`config.mk`:
```
export PLATFORM = sky130hd
export DESIGN_NAME = alu_arbiter
export DESIGN_NICKNAME = d
export VERILOG_FILES = /design/src/rtl/alu_pkg.sv /design/src/rtl/rr_arbiter.sv /design/src/rtl/alu_arbiter.sv
export SDC_FILE = /design/constraint.sdc
export NUM_CORES = 1
export LEC_CHECK = 0
export CORE_AREA = 2 2 109 111
export CTS_CLUSTER_SIZE = 40
export DETAILED_ROUTE_END_ITERATION = 8
export DIE_AREA = 0 0 111 113
export DONT_BUFFER_PORTS = 1
export GPL_ROUTABILITY_DRIVEN = 0
export PLACE_DENSITY_LB_ADDON = 0.12
export SETUP_SLACK_MARGIN = 0.3
export SYNTH_ARGS = -nofsm -noshare
export SYNTH_HDL_FRONTEND = slang
export SYNTH_HIERARCHICAL = 1
export SYNTH_SLANG_ARGS = --single-unit
```
`constraint.sdc`:
```
create_clock -name clk -period 2.9 [get_ports clk]
set_clock_uncertainty 0.2 [all_clocks]
set_input_delay 0.29 -clock clk [delete_from_list [all_inputs] [get_ports clk]]
set_output_delay 0.29 -clock clk [all_outputs]
set_load 0.01 [all_outputs]
```
`src/rtl/alu_pkg.sv`:
```
// Shared definitions for the ALU sharing block: op codes, limits and FSM encoding.
// Op codes above ALU_OP_MAX are undefined and never reach the ALU.
package alu_pkg;

  localparam logic [3:0] ALU_AND  = 4'd0;
  localparam logic [3:0] ALU_OR   = 4'd1;
  localparam logic [3:0] ALU_ADD  = 4'd2;
  localparam logic [3:0] ALU_SUB  = 4'd3;
  localparam logic [3:0] ALU_XOR  = 4'd4;
  localparam logic [3:0] ALU_NOR  = 4'd5;
  localparam logic [3:0] ALU_SLT  = 4'd6;
  localparam logic [3:0] ALU_SLTU = 4'd7;
  localparam logic [3:0] ALU_SLL  = 4'd8;
  localparam logic [3:0] ALU_SRL  = 4'd9;
  localparam logic [3:0] ALU_SRA  = 4'd10;

  localparam logic [3:0] ALU_OP_MAX = 4'd10;

  typedef enum logic [1:0] {
    S_IDLE = 2'd0,
    S_EXEC = 2'd1,
    S_RESP = 2'd2
  } state_t;

  // Only add and subtract give the ALU overflow flag a meaning.
  function automatic logic op_has_ovf(input logic [3:0] op);
    return (op == ALU_ADD) || (op == ALU_SUB);
  endfunction

endpackage

```
`src/rtl/rr_arbiter.sv`:
```
// Combinational round-robin picker: grants the first requester at or after last+1,
// wrapping modulo N_REQ. Nothing is granted while en is low.
module rr_arbiter #(
  parameter  int N_REQ = 2,
  localparam int IDX_W = (N_REQ > 1) ? $clog2(N_REQ) : 1
) (
  input  logic [N_REQ-1:0] req,
  input  logic [IDX_W-1:0] last,
  input  logic             en,
  output logic [N_REQ-1:0] grant,
  output logic [IDX_W-1:0] grant_idx
);

  logic found;

  always_comb begin
    grant     = '0;
    grant_idx = '0;
    found     = 1'b0;
    for (int i = 1; i <= N_REQ; i++) begin
      if (!found && en && req[(int'(last) + i) % N_REQ]) begin
        found = 1'b1;
        grant[(int'(last) + i) % N_REQ] = 1'b1;
        grant_idx = IDX_W'((int'(last) + i) % N_REQ);
      end
    end
  end

endmodule

```
`src/rtl/alu_arbiter.sv`:
```
// Shares one ALU among N_REQ requesters: round-robin grant, one op in flight,
// fixed IDLE -> EXEC -> RESP sequence, registered result back to the owner.
module alu_arbiter
  import alu_pkg::*;
#(
  parameter  int N_REQ  = 2,
  parameter  int DATA_W = 32,
  localparam int IDX_W  = (N_REQ > 1) ? $clog2(N_REQ) : 1
) (
  input  logic                    clk,
  input  logic                    reset,
  input  logic [N_REQ-1:0]        req_valid,
  input  logic [N_REQ*DATA_W-1:0] req_a,
  input  logic [N_REQ*DATA_W-1:0] req_b,
  input  logic [N_REQ*4-1:0]      req_op,
  output logic [N_REQ-1:0]        req_ready,
  output logic [N_REQ-1:0]        rsp_valid,
  output logic [DATA_W-1:0]       rsp_result,
  output logic                    rsp_overflow,
  output logic                    rsp_illegal,
  output logic                    busy,
  output logic [DATA_W-1:0]       alu_a,
  output logic [DATA_W-1:0]       alu_b,
  output logic [3:0]              alu_op,
  input  logic [DATA_W-1:0]       alu_result,
  input  logic                    alu_overflow,
  output logic [1:0]              dbg_state
);

  // Handshake: a request is taken in the IDLE cycle where req_valid[i] & req_ready[i];
  // requesters hold valid and operands until then. rsp_valid is a one-cycle pulse.

  state_t             state_q, state_n;
  logic [IDX_W-1:0]   last_q;
  logic [N_REQ-1:0]   grant_q;
  logic [DATA_W-1:0]  a_q, b_q, result_q;
  logic [3:0]         op_q;
  logic               ovf_q, illegal_q;

  logic [N_REQ-1:0]   gnt;
  logic [IDX_W-1:0]   gnt_idx;
  logic               op_legal;

  rr_arbiter #(.N_REQ(N_REQ)) u_rr (
    .req       (req_valid),
    .last      (last_q),
    .en        (state_q == S_IDLE),
    .grant     (gnt),
    .grant_idx (gnt_idx)
  );

  assign op_legal = (op_q <= ALU_OP_MAX);

  always_comb begin
    state_n = state_q;
    case (state_q)
      S_IDLE:  if (|req_valid) state_n = S_EXEC;
      S_EXEC:  state_n = S_RESP;
      S_RESP:  state_n = S_IDLE;
      default: state_n = S_IDLE;
    endcase
  end

  always_ff @(posedge clk) begin
    if (reset) begin
      state_q   <= S_IDLE;
      last_q    <= IDX_W'(N_REQ - 1);
      grant_q   <= '0;
      a_q       <= '0;
      b_q       <= '0;
      op_q      <= ALU_AND;
      result_q  <= '0;
      ovf_q     <= 1'b0;
      illegal_q <= 1'b0;
    end else begin
      state_q <= state_n;
      case (state_q)
        S_IDLE: begin
          if (|req_valid) begin
            a_q     <= req_a[int'(gnt_idx)*DATA_W +: DATA_W];
            b_q     <= req_b[int'(gnt_idx)*DATA_W +: DATA_W];
            op_q    <= req_op[int'(gnt_idx)*4 +: 4];
            grant_q <= gnt;
            last_q  <= gnt_idx;
          end
        end
        S_EXEC: begin
          if (op_legal) begin
            result_q  <= alu_result;
            ovf_q     <= alu_overflow;
            illegal_q <= 1'b0;
          end else begin
            result_q  <= '0;
            ovf_q     <= 1'b0;
            illegal_q <= 1'b1;
          end
        end
        default: ;
      endcase
    end
  end

  assign req_ready    = gnt;
  assign rsp_valid    = (state_q == S_RESP) ? grant_q : '0;
  assign rsp_result   = result_q;
  assign rsp_overflow = ovf_q & op_has_ovf(op_q);
  assign rsp_illegal  = illegal_q;
  assign busy         = (state_q != S_IDLE);
  assign alu_a        = a_q;
  assign alu_b        = b_q;
  // Illegal ops keep the ALU on AND so it never sees an undefined code.
  assign alu_op       = (state_q == S_EXEC && op_legal) ? op_q : ALU_AND;
  assign dbg_state    = state_q;

endmodule

```
==> impl_metrics.tcl <==
set metrics [dict create \
    status "finished, final reports clean" \
    finalSetupTns_ns 0 \
    fin_cells 631 \
    wl_per_cell_um 20.8 \
    num_vias 3642 \
    slowest_stage "buf_6" \
    h-tree-depth 3 \
    postCtsSetupBuffers 0 \
    grt_pass1_wl_um 20400 \
    post-route-drc-count 0 \
    synthFlopType "dfxtp_1" \
    postLayoutCoreUtil_pct 50.9 \
    cts_tree "yes" \
    vias_per_cell 5.77 \
    tightestPinTransition_ns 0.927 \
    cp_cell_sequence "or2_1 -> clkinv_4 -> buf_6 -> nand2_1 -> a21oi_1" \
    antennaDiodeCount 0 \
    hp-class "primary input to register" \
    place_ws_ns 0.591 \
    placed_cells 532 \
    drt_first_pass_iters 4 \
    clk_latency_ns 0.34 \
    critical_path_class "register to primary output" \
    overflow 0 \
    power_density_nw_per_um2 632 \
    ir_drop_v 0.000365 \
    cts_buffers 9 \
    critical_path.startpoint_type "register" \
    synthesis.area_um2 4630 \
    antenna_found_initial 0 \
    drt_iter0_drc 197 \
    track_usage_pct 20.1 \
    drive_above_1_share_pct 16.6 \
    slew_headroom_pct 38.2 \
    ys_async_sr_fraction_pct 0 \
    fp.dieArea_um2 12500 \
    maxSlewViolCount 0 \
    cts_buffer_depth 2 \
    synthCells 425 \
    port_buffers 0 \
    final_area_um2 5730 \
    maxCapViolCount 0 \
    ys_types 30 \
    required_ns 2.41 \
    synth-edff-count 0 \
    cpPeakStageDelay_ns 0.44 \
    pin_count 282 \
    grt_max_degree 74 \
    hold_viol 0 \
    syn_nets 598 \
    fin_nets 656 \
    postSynthAreaPerCell_um2 10.9 \
    syn_to_final_growth_pct 23.9 \
    ant_nets 0 \
    fp.dieW_um 111 \
    setup-violations-final 0 \
    start_util_pct 41.0 \
    rows 39 \
    yosysMostFrequentCell "dfxtp_1" \
    die_y_um 113 \
    ys_warn_count 6 \
    postLayoutSetupSlackWorst_ns 0.430 \
    clockRootBuffer "clkbuf_16" \
    ys_ff_latch 107 \
    critPathTopFamily "buffers and inverters" \
    power_leakage_nw 2.13 \
    ys_top_cells_by_count "dfxtp_1, a21oi_1, mux2i_1" \
    routed_wl_um 13100 \
    fillers 1011 \
    path_buf_inv 2 \
    dp_hpwl_um 8210 \
    netlist.top_cell.by_area "dfxtp_1" \
    fin_crit_sh_pct 85.2 \
    rsz0062_at_grt "no" \
    path_clk_slew_ns 0.07 \
    cp_data_arrival_time_ns 1.98 \
    seq_area_frac_synth_pct 46.3 \
    synthTopCellsByArea "dfxtp_1, mux2i_1, a211oi_1" \
    holdWs_ns 0.00274 \
    cp-end-kind "primary output" \
    power_mw 3.63 \
    synth_top_area_share_pct 46.3 \
    grt_pass1_vias 3711 \
    coreArea_um2 11300 \
    place_area_um2 4590 \
    crit_path_max_fanout 73 \
    fmax_mhz 405 \
    post-route-min-period_ns 2.47 \
    clock_sinks 107 \
]
==> layer usage <==
metal	global-route usage (%)	part of all wire (%)
met5	0	0
met4	7.42	1.8
met3	6.05	7.8
met2	36.3	52
met1	22.5	39
==> kinds of logic (layout without fill, tap and decap cells) <==
family / count (synthesis) / in the layout / share of synthesized area, %
flip-flops: 107 / 107 / 46.3
multiplexers: 68 / 68 / 14.7
AO/OA/AOI/OAI: 180 / 180 / 29.0
buffers and inverters: 48 / 111 / 6.92
AND/OR/NAND/NOR: 22 / 22 / 3.06
==> power by group <==
part	switching, mW	internal [mW]
combinational	0.334	0.301
sequential	0.183	1.62
clock	0.588	0.600
==> final cells by class <==
class | instances | area (um2) | share of cell area, %
well taps | 143 | 179 | 3.12
flip-flops and latches | 107 | 2140 | 37.4
inverters | 3 | 16.3 | 0.284
multi-input cells | 270 | 2180 | 38.0
clock buffers | 9 | 225 | 3.93
repair buffers | 92 | 932 | 16.3
clock inverters | 7 | 61.3 | 1.07
==> cell usage in the layout (no fill, tap or decap), types with 2 or more instances in the layout <==
master / instances
clkbuf_16: 9
a211oi_2: 18
nor2_1: 2
inv_1: 2
a22o_1: 5
a22o_2: 28
mux2i_1: 68
dlygate4sd3_1: 82
a21oi_4: 2
and3_1: 4
inv_8: 2
nand3_1: 2
dfxtp_1: 107
buf_4: 7
and3b_2: 2
a211oi_1: 50
clkinv_4: 3
o21ai_0: 2
a21oi_1: 72
nand2_1: 4
==> sequential cells by signal, indices dropped and copies added, names as in the netlist <==
register     flops
op_q             4
grant_q          2
rsp_illegal      1
dbg_state        2
alu_a           32
ovf_q            1
last_q           1
alu_b           32
rsp_result      32
==> worst register-to-register path: stages, from the launching register on <==
cell,delay [ns]
dfxtp_1,0.31
or2_1,0.37
clkinv_4,0.09
nand2_1,0.09
a21oi_4,0.16
buf_4,0.23
mux2i_1,0.09
dlygate4sd3_1,0.55
a211oi_1,0.21
==> worst paths after layout <==
path / from / endpoint / slack (ns) / cells past startpoint
worst min-delay path: req_a[57] / alu_a[25] / 0.003 / 2
worst max-delay path: dbg_state[1] / req_ready[0] / 0.43 / 5
worst min register to register: grant_q[0] / grant_q[0] / 0.29 / 2
worst max register to register: dbg_state[1] / alu_b[1] / 0.51 / 8
==> timing repair <==
action | in CTS | in global routing
endpoints found under the hold margin | 106 | 2
setup endpoints to repair | 1 | 0
gates resized for setup | 1 | 0
hold buffers | 81 | 2
Note: power is estimated with default switching activity, not from simulation.
